<file path="src/rtl/frame_generator_if.sv">
// MAC transmit-side bundle: byte stream, data-valid, first-byte ack and MAC configuration strobes.
interface frame_generator_if;
  logic [7:0] mac_tx_data;
  logic       mac_tx_dvld;
  logic       mac_tx_ack;
  logic       conf_tx_en;
  logic       conf_tx_jumbo_en;
  logic       conf_tx_no_gen_crc;

  modport master (
    output mac_tx_data, mac_tx_dvld, conf_tx_en, conf_tx_jumbo_en, conf_tx_no_gen_crc,
    input  mac_tx_ack
  );

  modport slave (
    input  mac_tx_data, mac_tx_dvld, conf_tx_en, conf_tx_jumbo_en, conf_tx_no_gen_crc,
    output mac_tx_ack
  );
endinterface

</file>
<file path="src/rtl/frame_generator.sv">
// Builds Ethernet frames (dst, src, type, seq[, timestamp], fill) and streams them byte-wise to the MAC.
// Optional payload timestamp: define FRAME_GEN_TIMESTAMP_EN.
module frame_generator #(
  parameter int unsigned PAYLOAD_MAX = 9000,
  parameter int unsigned PAYLOAD_MIN = 46,
  parameter int unsigned LEN_W       = 14,
  parameter int unsigned GAP_W       = 16
) (
  input  logic              tx_clk,
  input  logic              reset_n,
  input  logic              start,
  input  logic              stop,
  input  logic [15:0]       burst_count,
  input  logic [LEN_W-1:0]  payload_len,
  input  logic [GAP_W-1:0]  gap_cycles,
  input  logic [47:0]       dst_mac,
  input  logic [47:0]       src_mac,
  input  logic [15:0]       eth_type,
  output logic              busy,
  output logic [31:0]       frames_sent,
  frame_generator_if.master mac
);
  localparam int unsigned IDX_W = LEN_W + 1;
  localparam int unsigned HDR_B = 14;
`ifdef FRAME_GEN_TIMESTAMP_EN
  localparam int unsigned HEAD_B = 8;
`else
  localparam int unsigned HEAD_B = 4;
`endif

  typedef enum logic [2:0] {S_IDLE, S_LOAD, S_WAIT_ACK, S_SEND, S_GAP} state_t;

  state_t             r_state, w_state_nxt;
  logic [7:0]         r_data, w_data_nxt;
  logic               r_dvld, w_dvld_nxt;
  logic               r_busy, w_busy_nxt;
  logic               r_en, w_en_nxt;
  logic               r_jumbo;
  logic [IDX_W-1:0]   r_idx, w_idx_nxt, r_last_idx;
  logic [GAP_W-1:0]   r_gap, r_gap_cnt, w_gap_cnt_nxt;
  logic [15:0]        r_burst, w_burst_nxt;
  logic               r_cont, r_last, w_last_nxt;
  logic [31:0]        r_seq, w_seq_nxt, r_frames, w_frames_nxt;
  logic [47:0]        r_dst, r_src;
  logic [15:0]        r_type;
  logic               w_latch;
  logic [LEN_W-1:0]   w_lp;
  logic [IDX_W-1:0]   w_idx_inc, w_pidx;
  logic [3:0]         w_hsel;
  logic [2:0]         w_psel;
  logic [7:0]         w_byte;
  logic [8*HDR_B-1:0] w_hdr;
  logic [8*HEAD_B-1:0] w_phead;

  // Effective payload length: pad short requests, clamp long ones.
  always_comb begin
    w_lp = payload_len;
    if (payload_len < LEN_W'(PAYLOAD_MIN))      w_lp = LEN_W'(PAYLOAD_MIN);
    else if (payload_len > LEN_W'(PAYLOAD_MAX)) w_lp = LEN_W'(PAYLOAD_MAX);
  end

`ifdef FRAME_GEN_TIMESTAMP_EN
  logic [31:0] r_ts_cnt, r_ts;
  logic        w_ts_take;
  assign w_ts_take = (r_state == S_WAIT_ACK) && mac.mac_tx_ack;

  always_ff @(posedge tx_clk or negedge reset_n) begin
    if (!reset_n) begin
      r_ts_cnt <= '0;
      r_ts     <= '0;
    end else begin
      r_ts_cnt <= r_ts_cnt + 32'd1;
      if (w_ts_take) r_ts <= r_ts_cnt;
    end
  end
  assign w_phead = {r_seq, r_ts};
`else
  assign w_phead = r_seq;
`endif

  // Byte to present next, selected from the frame index that follows the current one.
  assign w_hdr     = {r_dst, r_src, r_type};
  assign w_idx_inc = r_idx + IDX_W'(1);
  assign w_pidx    = w_idx_inc - IDX_W'(HDR_B);
  assign w_hsel    = 4'(HDR_B - 1) - 4'(w_idx_inc);
  assign w_psel    = 3'(HEAD_B - 1) - 3'(w_pidx);

  always_comb begin
    w_byte = 8'(w_pidx - IDX_W'(HEAD_B));
    if (w_idx_inc < IDX_W'(HDR_B))      w_byte = 8'(w_hdr >> {w_hsel, 3'b000});
    else if (w_pidx < IDX_W'(HEAD_B))   w_byte = 8'(w_phead >> {w_psel, 3'b000});
  end

  always_comb begin
    w_state_nxt   = r_state;
    w_data_nxt    = r_data;
    w_dvld_nxt    = r_dvld;
    w_en_nxt      = r_en;
    w_idx_nxt     = r_idx;
    w_gap_cnt_nxt = r_gap_cnt;
    w_burst_nxt   = r_burst;
    w_last_nxt    = r_last;
    w_seq_nxt     = r_seq;
    w_frames_nxt  = r_frames;
    w_latch       = 1'b0;
    case (r_state)
      S_IDLE: begin
        if (start) begin
          w_state_nxt = S_LOAD;
          w_latch     = 1'b1;
          w_en_nxt    = 1'b1;
        end
      end
      S_LOAD: begin
        w_state_nxt = S_WAIT_ACK;
        w_dvld_nxt  = 1'b1;
        w_data_nxt  = r_dst[47:40];
        w_idx_nxt   = '0;
      end
      S_WAIT_ACK: begin
        if (mac.mac_tx_ack) begin
          w_state_nxt = S_SEND;
          w_data_nxt  = w_byte;
          w_idx_nxt   = w_idx_inc;
        end
      end
      S_SEND: begin
        if (r_idx == r_last_idx) begin
          w_state_nxt   = S_GAP;
          w_dvld_nxt    = 1'b0;
          w_data_nxt    = '0;
          w_seq_nxt     = r_seq + 32'd1;
          w_frames_nxt  = r_frames + 32'd1;
          w_gap_cnt_nxt = r_gap - GAP_W'(1);
          w_burst_nxt   = r_cont ? r_burst : r_burst - 16'd1;
          w_last_nxt    = stop || (!r_cont && (r_burst == 16'd1));
        end else begin
          w_data_nxt = w_byte;
          w_idx_nxt  = w_idx_inc;
        end
      end
      S_GAP: begin
        if (r_gap_cnt == '0) begin
          if (r_last) begin
            w_state_nxt = S_IDLE;
          end else begin
            w_state_nxt = S_WAIT_ACK;
            w_dvld_nxt  = 1'b1;
            w_data_nxt  = r_dst[47:40];
            w_idx_nxt   = '0;
          end
        end else begin
          w_gap_cnt_nxt = r_gap_cnt - GAP_W'(1);
        end
      end
      default: w_state_nxt = S_IDLE;
    endcase
    w_busy_nxt = (w_state_nxt != S_IDLE);
  end

  always_ff @(posedge tx_clk or negedge reset_n) begin
    if (!reset_n) begin
      r_state    <= S_IDLE;
      r_data     <= '0;
      r_dvld     <= 1'b0;
      r_busy     <= 1'b0;
      r_en       <= 1'b0;
      r_jumbo    <= 1'b0;
      r_idx      <= '0;
      r_last_idx <= '0;
      r_gap      <= '0;
      r_gap_cnt  <= '0;
      r_burst    <= '0;
      r_cont     <= 1'b0;
      r_last     <= 1'b0;
      r_seq      <= '0;
      r_frames   <= '0;
      r_dst      <= '0;
      r_src      <= '0;
      r_type     <= '0;
    end else begin
      r_state   <= w_state_nxt;
      r_data    <= w_data_nxt;
      r_dvld    <= w_dvld_nxt;
      r_busy    <= w_busy_nxt;
      r_en      <= w_en_nxt;
      r_idx     <= w_idx_nxt;
      r_gap_cnt <= w_gap_cnt_nxt;
      r_burst   <= w_burst_nxt;
      r_last    <= w_last_nxt;
      r_seq     <= w_seq_nxt;
      r_frames  <= w_frames_nxt;
      if (w_latch) begin
        r_dst      <= dst_mac;
        r_src      <= src_mac;
        r_type     <= eth_type;
        r_jumbo    <= (w_lp > LEN_W'(1500));
        r_last_idx <= IDX_W'(w_lp) + IDX_W'(HDR_B - 1);
        r_gap      <= (gap_cycles == '0) ? GAP_W'(1) : gap_cycles;
        r_burst    <= burst_count;
        r_cont     <= (burst_count == 16'd0);
      end
    end
  end

  assign busy                   = r_busy;
  assign frames_sent            = r_frames;
  assign mac.mac_tx_data        = r_data;
  assign mac.mac_tx_dvld        = r_dvld;
  assign mac.conf_tx_en         = r_en;
  assign mac.conf_tx_jumbo_en   = r_jumbo;
  assign mac.conf_tx_no_gen_crc = 1'b0;
endmodule

</file>
<file path="src/flat_wrapper.sv">
// flat-port wrapper written by rule: the top's interface ports become plain ports
module frame_generator_flat 
#(
  parameter int unsigned PAYLOAD_MAX = 9000,
  parameter int unsigned PAYLOAD_MIN = 46,
  parameter int unsigned LEN_W       = 14,
  parameter int unsigned GAP_W       = 16
)
  (tx_clk, reset_n, start, stop, burst_count, payload_len, gap_cycles, dst_mac, src_mac, eth_type, busy, frames_sent, mac_mac_tx_data, mac_mac_tx_dvld, mac_conf_tx_en, mac_conf_tx_jumbo_en, mac_conf_tx_no_gen_crc, mac_mac_tx_ack);
  frame_generator_if mac_i ();
  input  logic tx_clk;
  input  logic reset_n;
  input  logic start;
  input  logic stop;
  input  logic [15:0] burst_count;
  input  logic [LEN_W-1:0] payload_len;
  input  logic [GAP_W-1:0] gap_cycles;
  input  logic [47:0] dst_mac;
  input  logic [47:0] src_mac;
  input  logic [15:0] eth_type;
  output logic busy;
  output logic [31:0] frames_sent;
  output wire logic [$bits(mac_i.mac_tx_data)-1:0] mac_mac_tx_data;
  output wire logic [$bits(mac_i.mac_tx_dvld)-1:0] mac_mac_tx_dvld;
  output wire logic [$bits(mac_i.conf_tx_en)-1:0] mac_conf_tx_en;
  output wire logic [$bits(mac_i.conf_tx_jumbo_en)-1:0] mac_conf_tx_jumbo_en;
  output wire logic [$bits(mac_i.conf_tx_no_gen_crc)-1:0] mac_conf_tx_no_gen_crc;
  input wire logic [$bits(mac_i.mac_tx_ack)-1:0] mac_mac_tx_ack;
  assign mac_mac_tx_data = mac_i.mac_tx_data;
  assign mac_mac_tx_dvld = mac_i.mac_tx_dvld;
  assign mac_conf_tx_en = mac_i.conf_tx_en;
  assign mac_conf_tx_jumbo_en = mac_i.conf_tx_jumbo_en;
  assign mac_conf_tx_no_gen_crc = mac_i.conf_tx_no_gen_crc;
  assign mac_i.mac_tx_ack = mac_mac_tx_ack;
  frame_generator #(.PAYLOAD_MAX(PAYLOAD_MAX), .PAYLOAD_MIN(PAYLOAD_MIN), .LEN_W(LEN_W), .GAP_W(GAP_W)) u_core (.tx_clk(tx_clk), .reset_n(reset_n), .start(start), .stop(stop), .burst_count(burst_count), .payload_len(payload_len), .gap_cycles(gap_cycles), .dst_mac(dst_mac), .src_mac(src_mac), .eth_type(eth_type), .busy(busy), .frames_sent(frames_sent), .mac(mac_i));
endmodule
</file>
<file path="config.mk">
export PLATFORM = sky130hd
export DESIGN_NAME = frame_generator_flat
export DESIGN_NICKNAME = d
export VERILOG_FILES = /design/src/rtl/frame_generator_if.sv /design/src/rtl/frame_generator.sv /design/src/flat_wrapper.sv
export SDC_FILE = /design/constraint.sdc
export NUM_CORES = 1
export LEC_CHECK = 0
export CORE_ASPECT_RATIO = 1.5
export CORE_UTILIZATION = 40
export DETAILED_ROUTE_END_ITERATION = 7
export PLACE_DENSITY = 0.64
export SETUP_SLACK_MARGIN = 0.5
export SLEW_MARGIN = 20
export SYNTH_ARGS = -nofsm -noshare
export SYNTH_HDL_FRONTEND = slang
export SYNTH_SLANG_ARGS = --single-unit
</file>
<file path="constraint.sdc">
create_clock -name tx_clk -period 10.1 [get_ports tx_clk]
set_clock_uncertainty 0.2 [all_clocks]
set_input_delay 2.02 -clock tx_clk [delete_from_list [all_inputs] [get_ports tx_clk]]
set_output_delay 2.02 -clock tx_clk [all_outputs]
set_load 0.005 [all_outputs]
</file>
==> run_results.csv, run 1 <==
group,metric,value,unit
sta,timing.final.crit_share,49.1,%
synth,synth_seq_cells,271,
synth,synth_nets,1793,
job,maxCapViolCount,0,
cts,clkSlewWorstSetupHoldPaths,0.06,ns
finish,multi_input_gate_area,7440,um2
synth,share_of_synthesized_flip_flops_with_an_asynchronous_set_or_reset,100,%
finish,share_of_layout_cells_above_drive_strength_1,7.40,%
drt,drt_drc_violations_left,0,
synth,synth.yosys.seq_area_share,46.2,%
finish,n_antenna_cell,0,
floorplanning,initial_core_util,40.7,%
cts,cts.path.max_buffers,3,
floorplanning,core.rowCount,85,
floorplanning,fp.dieArea,37500,um2
cts,cts.htree.levels,1,
synth,synth_most_common_cell,"nand2_1",
grt,grt_start_max_net_pins,96,
worst_setup_path,reg2reg_depth,9,
cts,tritoncts,"built",
place,numPortBuffers,206,
synth,synth.top_cells.by_area,"dfrtp_1, nand2_1, mux4_2",
floorplanning,floorplan.die.height,237,um
worst_setup_path,critical_path.top_delay_family,"compound AO/OA/AOI/OAI gates",
sta,fmax,0.202,GHz
hold_path,holdPathStages,2,
sta,slew_headroom,37.0,%
drt,dr_iter_0_viols,639,
drt,drt-vias-per-instance,5.32,
finish,area_of_all_sequential_standard_cells,6780,um2
drt,drt-wirelength-per-cell,16.7,um
drt,drt_first_pass_iters,5,
cts,cts-buffers-inserted,28,
grt,grt_pass1_vias,12400,
place,final_weighted_congestion_of_routability_driven_global_placement,0.837,
worst_setup_path,path_max_fanout,6,
drt,finalWirelength,38100,um
worst_setup_path,cp_slowest_stage_delay,0.52,ns
worst_setup_path,slowest_stage,"o21ai_0",
finish,syn_to_final_growth,22.8,%
floorplanning,die_w,158,um
hold_path,hold_class,"flip-flop to flip-flop",
synth,synthCells,1619,
power_and_ir_drop,power_per_cell_area,274,nW/um2
cts,cell_at_the_root_of_the_clock_tree,"clkbuf_16",
grt,track_usage,20.6,%
synth,post_synth_top_flop,"dfrtp_1",
worst_setup_path,endpoint_kind,"flip-flop",
worst_setup_path,worst_setup_path_start_kind,"primary input",
synth,synth_area_leader,"dfrtp_1",
sta,final_period_minus_worst_setup_slack,4.96,ns
synth,yosys-top-cells-count,"nand2_1, dfrtp_1, xnor2_1",
worst_setup_path,rr_startpoint,"u_core.r_idx[0]$_DFFE_PN0P_",
power_and_ir_drop,p_leak,8.00,nW
floorplanning,core_area,36100,um2
synth,mappedNetlistArea,14700,um2
power_and_ir_drop,total_power,0.00494,W
sta,setup_tns,0,ns
worst_setup_path,critical_path.reg2reg.endpoint,"u_core.mac.mac_tx_data[4]$_DFFE_PN0P_",
run_status,run_status,"complete, no violations",
worst_setup_path,critical_path.cell_chain,"clkdlybuf4s50_1 > o31a_1 > o21ai_0 > a21oi_1 > o21ai_0 > a21o_1 > ha_1 > nor3_1 > or2_2 > nor3_1 > nand3_1 > xor2_1 > o31ai_1",
worst_setup_path,crit_arrival,5.23,ns
cts,worstSkewPairLatency,0.56,ns
synth,synth_edf_count,0,
worst_setup_path,setup.reg_to_reg.worst_slack,5.56,ns
grt,grt_antenna_before_repair,0,
sta,rsz0062_at_grt,"no",
sta,timing_max_transition_violations_final,0,
cts,buffers_inserted_during_post_cts_setup_optimization,0,
cts,cts.sink_count,271,
drt,num_vias,12100,
synth,yosys.cell_types.count,81,
synth,post-synth-top-area-fraction,46.2,%
drt,count_of_antenna_violating_nets_left_after_detailed_routing,0,
hold_path,worst_hold_startpoint,"u_core.r_src[46]$_DFFE_PN0P_",
grt,globalRoute.totalOverflow,0,
floorplanning,io_pins,208,
sta,hold_violations,0,
worst_setup_path,criticalPathCategory,"primary input to flip-flop",
finish,layoutNonFillerInstCount,2276,
sta,setup_viol,0,
worst_setup_path,crit_buf_inv,1,
place,dp_hpwl,26900,um
synth,synth_warnings,0,
finish,number_of_nets_in_the_layout,1952,
place,placedCellCount,2226,
synth,mean_instance_size_in_the_synthesized_netlist,9.06,um2
cts,cts_hold_buf,0,
grt,grt_first_pass_wirelength,62000,um
power_and_ir_drop,max-vdd-ir-drop,0.000178,V
finish,fillCellCount,3415,
sta,max_slew.worst_pin.slew,0.946,ns
sta,holdWs,0.268,ns
cts,post_cts_resized,0,
hold_path,timing.hold.worst_endpoint,"u_core.r_src[46]$_DFFE_PN0P_",
worst_setup_path,worst_ep_required_time,10.37,ns
## cell type report
class,instances,share of cell area (%)
multi-input combinational,1240,41.3
sequential,271,37.6
timing repair buffer,223,12.2
clock buffer,34,4.24
tap,478,3.32
clock inverter,16,1.05
inverter,14,0.292
## stage by stage
| step | setup WS (ns) | area (um2) | utilization [%] |
|---|---|---|---|
| after floorplan | 5.53 | 14700 | - |
| after global placement | 4.66 | 17100 | 47.3 |
| after detailed placement | 4.58 | 17100 | 47.3 |
| after CTS | 5.17 | 18000 | 50.0 |
| after global routing | 4.88 | 18000 | 50.0 |
| final | 5.14 | 18000 | 50.0 |
## where the power goes
group	leakage (nW)	internal, W	switching (W)
Combinational	4.03	0.000952	0.00109
Clock	0.472	0.000639	0.000445
Sequential	3.50	0.00146	0.000349
Total	8.00	0.00306	0.00188
## tightest hold or removal path: cells and delay by family, from the launching register on
| family | cells | cell delay, ns |
|---|---|---|
| AND/OR/NAND/NOR | 2 | 0.10 |
| flip-flops | 1 | 0.33 |
## metal layers
metal  up-vias  global-route usage [%]  share of wire (%)
li1       5884                       -                  -
met1      5916                    24.6                 40
met2       254                    37.5                 53
met3        51                    2.93                4.2
met4         0                    6.61                2.5
met5         -                       0                  0
## sequential cells by signal (all words and copies together) (netlist names)
signal                       cells
u_core.r_idx                    15
u_core.mac.conf_tx_en            1
u_core.mac.conf_tx_jumbo_en      1
u_core.frames_sent              32
u_core.r_gap_cnt                16
u_core.r_seq                    32
u_core.r_last_idx               15
u_core.mac.mac_tx_dvld           1
u_core.r_gap                    16
u_core.r_state                   3
u_core.r_type                   16
u_core.r_src                    48
u_core.r_last                    1
u_core.r_dst                    48
u_core.r_burst                  16
u_core.r_cont                    1
u_core.mac.mac_tx_data           8
u_core.busy                      1
## cell usage in the layout, fill, tap and decap left out, types with 12 or more instances in the layout
cell type | netlist | final
a21oi_1 | 38 | 38
a31oi_1 | 12 | 12
and3_1 | 19 | 19
buf_4 | 6 | 17
clkbuf_16 | 0 | 29
clkdlybuf4s50_1 | 0 | 205
dfrtp_1 | 271 | 270
inv_1 | 13 | 13
mux2i_1 | 24 | 24
mux4_2 | 32 | 32
nand2_1 | 509 | 509
nand2b_1 | 18 | 18
nand3_1 | 38 | 38
nand4_1 | 31 | 31
nor2_1 | 76 | 76
nor3_1 | 47 | 47
nor4_1 | 18 | 18
o21ai_0 | 58 | 58
o31ai_1 | 19 | 19
xnor2_1 | 82 | 82
xor2_1 | 40 | 40
## worst max-delay path by stage
stage / slack [ns] / start / depth (start not counted) / end
after global routing: 4.88 / payload_len[2] / 13 / u_core.r_last_idx[12]$_DFFE_PN0P_
after CTS: 5.17 / payload_len[2] / 13 / u_core.r_last_idx[12]$_DFFE_PN0P_
after detailed placement: 4.58 / payload_len[2] / 13 / u_core.r_last_idx[12]$_DFFE_PN0P_
after global placement: 4.66 / payload_len[2] / 13 / u_core.r_last_idx[12]$_DFFE_PN0P_
final: 5.14 / payload_len[2] / 13 / u_core.r_last_idx[12]$_DFFE_PN0P_
after floorplan: 5.53 / payload_len[2] / 12 / u_core.r_last_idx[12]$_DFFE_PN0P_
## logic make-up after synthesis
family	synth area share, %
other cells	0.0256
buf+inv	3.18
flops	46.2
fa+ha+maj	0.938
compound gates	9.76
xor+xnor	7.50
simple gates	25.2
mux	7.16
(Power assumes the default switching activity.)
==> inputs of run 2 (changes only) <==
--- a/config.mk
+++ b/config.mk
@@ -8,7 +8,7 @@
 export CORE_ASPECT_RATIO = 1.5
 export CORE_UTILIZATION = 40
 export DETAILED_ROUTE_END_ITERATION = 7
-export PLACE_DENSITY = 0.64
+export PLACE_DENSITY = 0.66
 export SETUP_SLACK_MARGIN = 0.5
 export SLEW_MARGIN = 20
 export SYNTH_ARGS = -nofsm -noshare
==> constraint.sdc (replaced) <==
create_clock -name tx_clk -period 4.2 [get_ports tx_clk]
set_clock_uncertainty 0.2 [all_clocks]
set_input_delay 0.84 -clock tx_clk [delete_from_list [all_inputs] [get_ports tx_clk]]
set_output_delay 0.84 -clock tx_clk [all_outputs]
set_load 0.005 [all_outputs]
==> run_results.csv, run 2 (synthesized netlist as in run 1, its figures left out) <==
group,metric,value,unit
run_status,run_status,"complete, no violations",
finish,number_of_nets_in_the_layout,1964,
drt,drt-wirelength-per-cell,16.5,um
sta,timing_max_transition_violations_final,0,
cts,cts_hold_buf,0,
finish,layout_common_cells,"nand2_1, dfrtp_1, clkdlybuf4s50_1",
worst_setup_path,setup.reg_to_reg.worst_slack,0.64,ns
floorplanning,core_area,36100,um2
place,dp_hpwl,27000,um
worst_setup_path,critical_path.top_delay_family,"simple AND/OR/NAND/NOR gates",
worst_setup_path,critical_path.cell_chain,"ha_4 > buf_4 > ha_1 > nand2_1 > mux2_2 > or4_1 > and4_1 > a2111o_1 > or2_1 > o311ai_2",
cts,post_cts_resized,2,
finish,post-route-util,50.5,%
drt,drt_first_pass_iters,7,
worst_setup_path,worst_setup_path_start_kind,"flip-flop",
floorplanning,core.rowCount,85,
cts,clkSlewWorstSetupHoldPaths,0.07,ns
finish,biggestRegsByFlops,"u_core.r_dst x48, u_core.r_src x48",
place,final_weighted_congestion_of_routability_driven_global_placement,0.848,
worst_setup_path,slowest_stage,"dfrtp_2",
finish,layout_commonest_cell,"nand2_1",
worst_setup_path,setup.worst_path.end,"u_core.mac.mac_tx_data[6]$_DFFE_PN0P_",
cts,cell_at_the_root_of_the_clock_tree,"clkbuf_16",
drt,count_of_antenna_violating_nets_left_after_detailed_routing,0,
worst_setup_path,worst_ep_required_time,4.48,ns
finish,fillCellCount,3381,
worst_setup_path,endpoint_kind,"flip-flop",
grt,met1_usage,23.9,%
worst_setup_path,critical_path.reg2reg.endpoint,"u_core.mac.mac_tx_data[6]$_DFFE_PN0P_",
grt,grt_antenna_before_repair,1,
sta,max_slew.worst_pin.slew,0.836,ns
drt,finalWirelength,37800,um
cts,buffers_inserted_during_post_cts_setup_optimization,0,
drt,dr_iter_0_viols,517,
finish,syn_to_final_growth,24.0,%
sta,setup_viol,0,
floorplanning,io_pins,208,
worst_setup_path,cp_slowest_stage_delay,0.51,ns
worst_setup_path,rr_startpoint,"u_core.r_idx[1]$_DFFE_PN0P_",
floorplanning,floorplan.die.height,237,um
sta,hold_violations,0,
worst_setup_path,reg2reg_depth,10,
grt,met3_usage,2.32,%
grt,grt_pass1_vias,12300,
hold_path,hold_class,"primary input to asynchronous set/reset pin",
sta,rsz0062_at_grt,"no",
grt,grt_first_pass_wirelength,61800,um
grt,grt.met2_usage,38.0,%
power_and_ir_drop,max-vdd-ir-drop,0.000348,V
worst_setup_path,crit_cells,10,
cts,cts.path.max_buffers,3,
job,maxCapViolCount,0,
cts,cts-buffers-inserted,29,
sta,holdWs,0.0459,ns
cts,cts.sink_count,271,
floorplanning,die_w,158,um
grt,globalRoute.totalOverflow,0,
floorplanning,fp.dieArea,37500,um2
grt,grt_start_max_net_pins,170,
power_and_ir_drop,power_per_cell_area,657,nW/um2
worst_setup_path,crit_buf_inv,1,
grt,track_usage,20.6,%
grt,grt.busiest_layer,"met2",
place,numPortBuffers,206,
finish,share_of_layout_cells_above_drive_strength_1,8.34,%
sta,final_period_minus_worst_setup_slack,3.56,ns
sta,setup_tns,0,ns
cts,worstSkewPairLatency,0.58,ns
finish,n_antenna_cell,0,
sta,timing.final.crit_share,84.8,%
worst_setup_path,crit_arrival,3.84,ns
drt,drt-vias-per-instance,5.29,
drt,num_vias,12100,
worst_setup_path,path_max_fanout,12,
sta,slew_headroom,44.3,%
worst_setup_path,criticalPathCategory,"flip-flop to flip-flop",
floorplanning,initial_core_util,40.7,%
cts,cts.htree.levels,1,
drt,drt_drc_violations_left,0,
sta,fmax,0.281,GHz
worst_setup_path,critical_path.startpoint,"u_core.r_idx[1]$_DFFE_PN0P_",
cts,tritoncts,"built",
power_and_ir_drop,p_leak,8.09,nW
## run 2: power by group
| part | switching (W) | internal [W] | total (W) |
|---|---|---|---|
| Sequential | 0.000790 | 0.00353 | 0.00432 |
| Clock | 0.00106 | 0.00154 | 0.00260 |
| Combinational | 0.00268 | 0.00235 | 0.00503 |
| Total | 0.00453 | 0.00742 | 0.0119 |
## run 2: how the worst min path moves through the flow
| stage | slack [ns] | to | depth (start not counted) | startpoint |
|---|---|---|---|---|
| after floorplan | 0.24 | u_core.r_seq[31]$_DFFE_PN0P_ | 1 | u_core.r_seq[31]$_DFFE_PN0P_ |
| after global placement | 0.25 | u_core.r_dst[28]$_DFFE_PN0P_ | 2 | u_core.r_dst[28]$_DFFE_PN0P_ |
| after detailed placement | 0.26 | u_core.r_src[36]$_DFFE_PN0P_ | 2 | u_core.r_src[36]$_DFFE_PN0P_ |
| after CTS | 0.07 | u_core.r_dst[18]$_DFFE_PN0P_ | 1 | reset_n |
| after global routing | 0.10 | u_core.r_dst[18]$_DFFE_PN0P_ | 1 | reset_n |
| final | 0.05 | u_core.r_dst[18]$_DFFE_PN0P_ | 1 | reset_n |
## run 2: per-layer routing
layer	up-vias	part of all wire, %
li1	5900	-
met1	5859	40
met2	270	53
met3	69	3.5
met4	2	3.5
met5	-	0.034
## run 2: per-stage QoR
| stage | area, um2 | setup slack (ns) | total power [W] | cells |
|---|---|---|---|---|
| 2_1_floorplan | 14700 | 0.527 | 0.00780 | 1619 |
| 3_3_place_gp | 17200 | 0.208 | 0.00919 | 2237 |
| 3_5_place_dp | 17200 | 0.186 | 0.00934 | 2237 |
| 4_1_cts | 18200 | 0.505 | 0.0120 | 2288 |
| 5_1_grt | 18200 | 0.514 | 0.0127 | 2288 |
| 6_report | 18200 | 0.640 | 0.0119 | 2288 |
## run 2: area by class of cell
class / instances / area [um2] / area share [%]
Tap cell: 478 / 598 / 3.29
Inverter: 14 / 52.6 / 0.289
Timing Repair Buffer: 234 / 2320 / 12.7
Sequential cell: 271 / 6780 / 37.3
Multi-Input combinational cell: 1240 / 7470 / 41.1
Clock inverter: 11 / 113 / 0.619
Clock buffer: 40 / 857 / 4.71
## run 2: worst register-to-register path: cells and delay by family, from the launching register on
family          cells  cell delay [ns]
simple gates        4             1.00
compound gates      2             0.63
fa+ha+maj           2             0.56
flops               1             0.51
mux                 1             0.35
buf+inv             1             0.22
